--- src/rtl/uart_pkg.sv ---
// Shared UART definitions: default payload width and the stored receive entry layout.
package uart_pkg;

  localparam int UART_PAYLOAD_BITS = 8;

  typedef struct packed {
    logic                         brk;
    logic [UART_PAYLOAD_BITS-1:0] data;
  } uart_rx_entry_t;

endpackage

--- src/rtl/uart_fifo_mem.sv ---
// Storage array for the receive FIFO: synchronous write, asynchronous read, no reset.
module uart_fifo_mem #(
  parameter int WIDTH = 9,
  parameter int DEPTH = 16,
  localparam int AW   = $clog2(DEPTH)
) (
  input  logic             clk,
  input  logic             we_i,
  input  logic [AW-1:0]    waddr_i,
  input  logic [WIDTH-1:0] wdata_i,
  input  logic [AW-1:0]    raddr_i,
  output logic [WIDTH-1:0] rdata_o
);

  logic [WIDTH-1:0] mem_q [DEPTH];

  always_ff @(posedge clk) begin
    if (we_i) mem_q[waddr_i] <= wdata_i;
  end

  assign rdata_o = mem_q[raddr_i];

endmodule

--- src/rtl/uart_rx_fifo.sv ---
// Receive-side FWFT FIFO behind the UART receiver, with sticky overflow and a fill-level interrupt.
module uart_rx_fifo
  import uart_pkg::*;
#(
  parameter int DATA_BITS = UART_PAYLOAD_BITS,
  parameter int DEPTH     = 16,
  parameter int THRESHOLD = 8,
  localparam int AW       = $clog2(DEPTH),
  localparam int PW       = AW + 1
) (
  input  logic                 clk,
  input  logic                 resetn,
  input  logic                 in_valid,
  input  logic [DATA_BITS-1:0] in_data,
  input  logic                 in_break,
  output logic                 out_valid,
  input  logic                 out_ready,
  output logic [DATA_BITS-1:0] out_data,
  output logic                 out_break,
  output logic [PW-1:0]        level,
  output logic                 full,
  output logic                 empty,
  output logic                 overflow,
  input  logic                 clear_overflow,
  input  logic                 flush,
  output logic                 irq_level
);

  localparam logic [PW-1:0] PTR_ONE  = PW'(1);
  localparam logic [PW-1:0] FULL_XOR = {1'b1, {AW{1'b0}}};
  localparam logic [PW-1:0] THR_L    = PW'(THRESHOLD);

  logic [PW-1:0]      wr_ptr_q, wr_ptr_d;
  logic [PW-1:0]      rd_ptr_q, rd_ptr_d;
  logic [PW-1:0]      level_q, level_d;
  logic               ovf_q, ovf_d;
  logic               pop, push, drop;
  logic [DATA_BITS:0] head_raw;
  logic [DATA_BITS-1:0] head_data;
  logic               head_brk;

  assign empty     = (wr_ptr_q == rd_ptr_q);
  assign full      = ((wr_ptr_q ^ rd_ptr_q) == FULL_XOR);
  assign out_valid = ~empty;
  assign level     = level_q;
  assign overflow  = ovf_q;
  assign irq_level = (level_q >= THR_L);

  // A flush swallows both a same-cycle byte and a same-cycle pop.
  assign pop  = out_valid & out_ready & ~flush;
  assign push = in_valid & (~full | pop) & ~flush;
  assign drop = in_valid & full & ~pop & ~flush;

  always_comb begin
    wr_ptr_d = wr_ptr_q;
    rd_ptr_d = rd_ptr_q;
    level_d  = level_q;
    if (flush) begin
      wr_ptr_d = '0;
      rd_ptr_d = '0;
      level_d  = '0;
    end else begin
      if (push) wr_ptr_d = wr_ptr_q + PTR_ONE;
      if (pop)  rd_ptr_d = rd_ptr_q + PTR_ONE;
      if (push && !pop)      level_d = level_q + PTR_ONE;
      else if (pop && !push) level_d = level_q - PTR_ONE;
    end
    // A drop in the same cycle as a clear keeps the flag set.
    ovf_d = drop | (ovf_q & ~clear_overflow);
  end

  always_ff @(posedge clk or negedge resetn) begin
    if (!resetn) begin
      wr_ptr_q <= '0;
      rd_ptr_q <= '0;
      level_q  <= '0;
      ovf_q    <= 1'b0;
    end else begin
      wr_ptr_q <= wr_ptr_d;
      rd_ptr_q <= rd_ptr_d;
      level_q  <= level_d;
      ovf_q    <= ovf_d;
    end
  end

  uart_fifo_mem #(
    .WIDTH (DATA_BITS + 1),
    .DEPTH (DEPTH)
  ) u_mem (
    .clk     (clk),
    .we_i    (push),
    .waddr_i (wr_ptr_q[AW-1:0]),
    .wdata_i ({in_break, in_data}),
    .raddr_i (rd_ptr_q[AW-1:0]),
    .rdata_o (head_raw)
  );

  if (DATA_BITS == UART_PAYLOAD_BITS) begin : g_pkg_entry
    uart_rx_entry_t head_s;
    assign head_s    = head_raw;
    assign head_data = head_s.data;
    assign head_brk  = head_s.brk;
  end else begin : g_raw_entry
    assign head_data = head_raw[DATA_BITS-1:0];
    assign head_brk  = head_raw[DATA_BITS];
  end

  // Storage is uninitialised after reset, so the head is masked while empty.
  assign out_data  = empty ? '0 : head_data;
  assign out_break = empty ? 1'b0 : head_brk;

endmodule

--- config.mk ---
export PLATFORM = sky130hd
export DESIGN_NAME = uart_rx_fifo
export DESIGN_NICKNAME = d
export VERILOG_FILES = /design/src/rtl/uart_pkg.sv /design/src/rtl/uart_fifo_mem.sv /design/src/rtl/uart_rx_fifo.sv
export SDC_FILE = /design/constraint.sdc
export NUM_CORES = 1
export LEC_CHECK = 0
export ABC_AREA = 0
export CORE_ASPECT_RATIO = 0.7
export CORE_MARGIN = 5
export CORE_UTILIZATION = 55
export CTS_BUF_LIST = sky130_fd_sc_hd__clkbuf_4 sky130_fd_sc_hd__clkbuf_8
export DETAILED_ROUTE_END_ITERATION = 12
export HOLD_SLACK_MARGIN = 0.03
export PLACE_DENSITY = 0.81
export SYNTH_ARGS = -nofsm -noshare
export SYNTH_HDL_FRONTEND = slang
export SYNTH_HIERARCHICAL = 1
export SYNTH_SLANG_ARGS = --single-unit
--- constraint.sdc ---
create_clock -name clk -period 3.52 [get_ports clk]
set_input_delay 0.704 -clock clk [delete_from_list [all_inputs] [get_ports clk]]
set_output_delay 0.704 -clock clk [all_outputs]
set_load 0.005 [all_outputs]
==> results_dict.tcl <==
set metrics [dict create \
    grt_max_degree 22 \
    pwr-share-clk_pct 32.4 \
    synth_edf_count 144 \
    synth_flop_cell "edfxtp_1" \
    track_usage_pct 19.5 \
    vias 3573 \
    diodes 0 \
    die_area_um2 14500 \
    cts_root_buffer "clkbuf_8" \
    p_int_mw 3.40 \
    min_period_ps 3400 \
    ys_async_sr_fraction_pct 10.0 \
    finalSetupViolCount 0 \
    tns_ps 0 \
    start_util_pct 56.7 \
    drv_slew 0 \
    p_sw_mw 1.13 \
    hold_ws_ps 543 \
    avgSynthCellArea_um2 18.5 \
    critPathKind "reg -> out" \
    fin_crit_sh_pct 96.6 \
    placedCellCount 561 \
    cts_hold_buffers 0 \
    synth_top_cell_area_share_pct 64.6 \
    die_w_um 142 \
    cts_made_buffers 17 \
    power.leakage_nw 2.64 \
    gp_congestion 0.860 \
    synthTopCellsByArea "edfxtp_1 (65%), mux4_2 (7.1%), dfrtp_1 (6.0%), mux4_1 (5.9%), a22oi_1 (2.0%)" \
    postSynthCellCount 361 \
    nNetsFinal 447 \
    final_core_util_pct 65.9 \
    tightestPinTransition_ps 770 \
    drive_above_1_share_pct 20.3 \
    rows 33 \
    yosysUniqueCellTypes 46 \
    dpl_cell_area_um2 7300 \
    finClkSkew_ps 8.14 \
    io_buffers 33 \
    first_global_vias 3579 \
    stdcell_area_um2 7780 \
    arrival_ps 2700 \
    ys_seq_area_share_pct 70.6 \
    overflow 0 \
    crit_fanout 18 \
    ant_nets 0 \
    design.core.area_um2 11800 \
    grt_first_pass_wirelength_um 20400 \
    syn_area_um2 6690 \
    clock-sinks 160 \
    relSlewSlack_pct 48.5 \
    synth_top_area_cell "edfxtp_1" \
    ys_ff_latch 160 \
    power.share.switching_pct 25.0 \
    outcome "complete, no violations" \
    dr.first_iter.drc_count 392 \
    wl_per_cell_um 22.4 \
    clock_latency_ps 440 \
    comb_power_share_pct 19.9 \
    p_per_area_nw_per_um2 583 \
    hold_class "reg -> reg" \
    finalWirelength_um 13400 \
    via_per_inst 6.01 \
    htreeDepth 4 \
    syn_to_final_growth_pct 16.2 \
    cp-start-kind "flop" \
    dpl.hpwl_um 8640 \
    seq_power_share_pct 47.7 \
    drc 0 \
    clk_pin_slew_ps 90 \
    vdd_drop_max_v 0.000431 \
    antenna_found_initial 0 \
    cts_buffer_depth 2 \
    final_cells 595 \
    die_y_um 102 \
    timing.max_cap.violations 0 \
    drt_first_pass_iters 5 \
    end_kind "primary output" \
    fmax_mhz 294 \
    synth_nets 383 \
    cts_tree "built" \
    cp.required_ps 2820 \
    hold_viol 0 \
    boundaryPins 34 \
    synth_warnings 6 \
]
## path summary, 6_finish.rpt
path | start | to | slack [ps] | cells after the start
setup / recovery | rd_ptr_q[0] | out_data[2] | 120 | 6
hold / removal | overflow | overflow | 540 | 2
setup reg to reg | wr_ptr_q[1] | level[4] | 460 | 10
hold reg to reg | overflow | overflow | 540 | 2
max in group asynchronous | resetn | rd_ptr_q[0] | 2280 | 1
min in group asynchronous | resetn | rd_ptr_q[1] | 710 | 1
## worst max-delay path: stages (launching register included)
cell and delay, ps:
dfrtp_2 480, buf_12 220, mux4_1 580, a22oi_1 280, nand2_1 100, and2_1 150
clkdlybuf4s50_1 440
## registers in the layout, summed over array words and instances, names as in the netlist
| name | count |
|---|---|
| level | 5 |
| overflow | 1 |
| rd_ptr_q | 5 |
| u_mem/mem_q | 144 |
| wr_ptr_q | 5 |
## power groups by stage
stage	clock [mW]	combinational [mW]	sequential (mW)
CTS	1.49	0.889	2.16
floorplan	0	0.570	2.19
detailed placement	0	0.884	2.20
finish	1.47	0.901	2.16
global placement	0	0.864	2.20
global route	1.58	0.971	2.17
## Yosys cell counts, drive strengths merged (3+ instances only)
cell type	n
dfrtp	16
mux2i	5
clkbuf	5
nand3	3
edfxtp	144
nor3	5
xor2	5
buf	9
nor2	25
nand2	19
xnor2	10
a22oi	18
and2	10
nand4	4
a21oi	10
mux4	36
o21ai	3
nor2b	3
inv	5
ha	6
## logic make-up after synthesis
family | Yosys count | synth area share [%]
multiplexers | 42 | 13.9
buffers and inverters | 20 | 2.11
AND/OR/NAND/NOR | 78 | 5.91
adder cells (fa/ha/maj) | 7 | 1.42
AO/OA/AOI/OAI | 39 | 4.04
XOR/XNOR | 15 | 2.07
flip-flops | 160 | 70.6
## final cells by class
| class | instances | area (um^2) |
|---|---|---|
| flip-flops and latches | 160 | 4730 |
| fillers | 807 | 4030 |
| multi-input cells | 181 | 1840 |
| repair buffers | 60 | 558 |
| clock buffers | 17 | 234 |
| clock inverters | 15 | 209 |
| well taps | 157 | 196 |
| inverters | 5 | 18.8 |
## per-layer routing
layer,GRT usage [%],wire [um],vias to the layer above
li1,-,-,1577
met1,28.7,6090,1839
met2,29.5,6220,139
met3,4.54,847,18
met4,6.34,199,0
met5,0,0,-
## layout by cell type (no fill, tap or decap), types with 4 or more instances in the layout
master	netlist	final
inv_1	5	5
and2_1	10	10
dfrtp_1	16	15
clkdlybuf4s50_1	0	33
buf_4	1	25
edfxtp_1	144	144
clkbuf_8	1	17
mux2i_1	5	5
mux4_1	15	15
bufinv_16	0	4
xor2_1	5	5
nor2_1	25	25
ha_1	6	6
mux4_2	21	21
nand2_1	19	19
a21oi_1	10	10
inv_6	0	4
a22oi_1	18	16
nor3_1	5	5
xnor2_1	9	9
nand4_1	4	4
## stage by stage
step                      setup slack, ps  power [mW]
after floorplan                       459        2.76
after global placement                435        3.07
after detailed placement              323        3.09
after CTS                            61.3        4.54
after global routing                -1.40        4.72
final                                 119        4.53
## what timing repair did
action	4_1_cts	5_1_grt
buffers inserted	0	2
gates resized for setup	1	4
endpoints found under the setup margin	5	7
No activity file was read; power rests on OpenSTA's default activity.
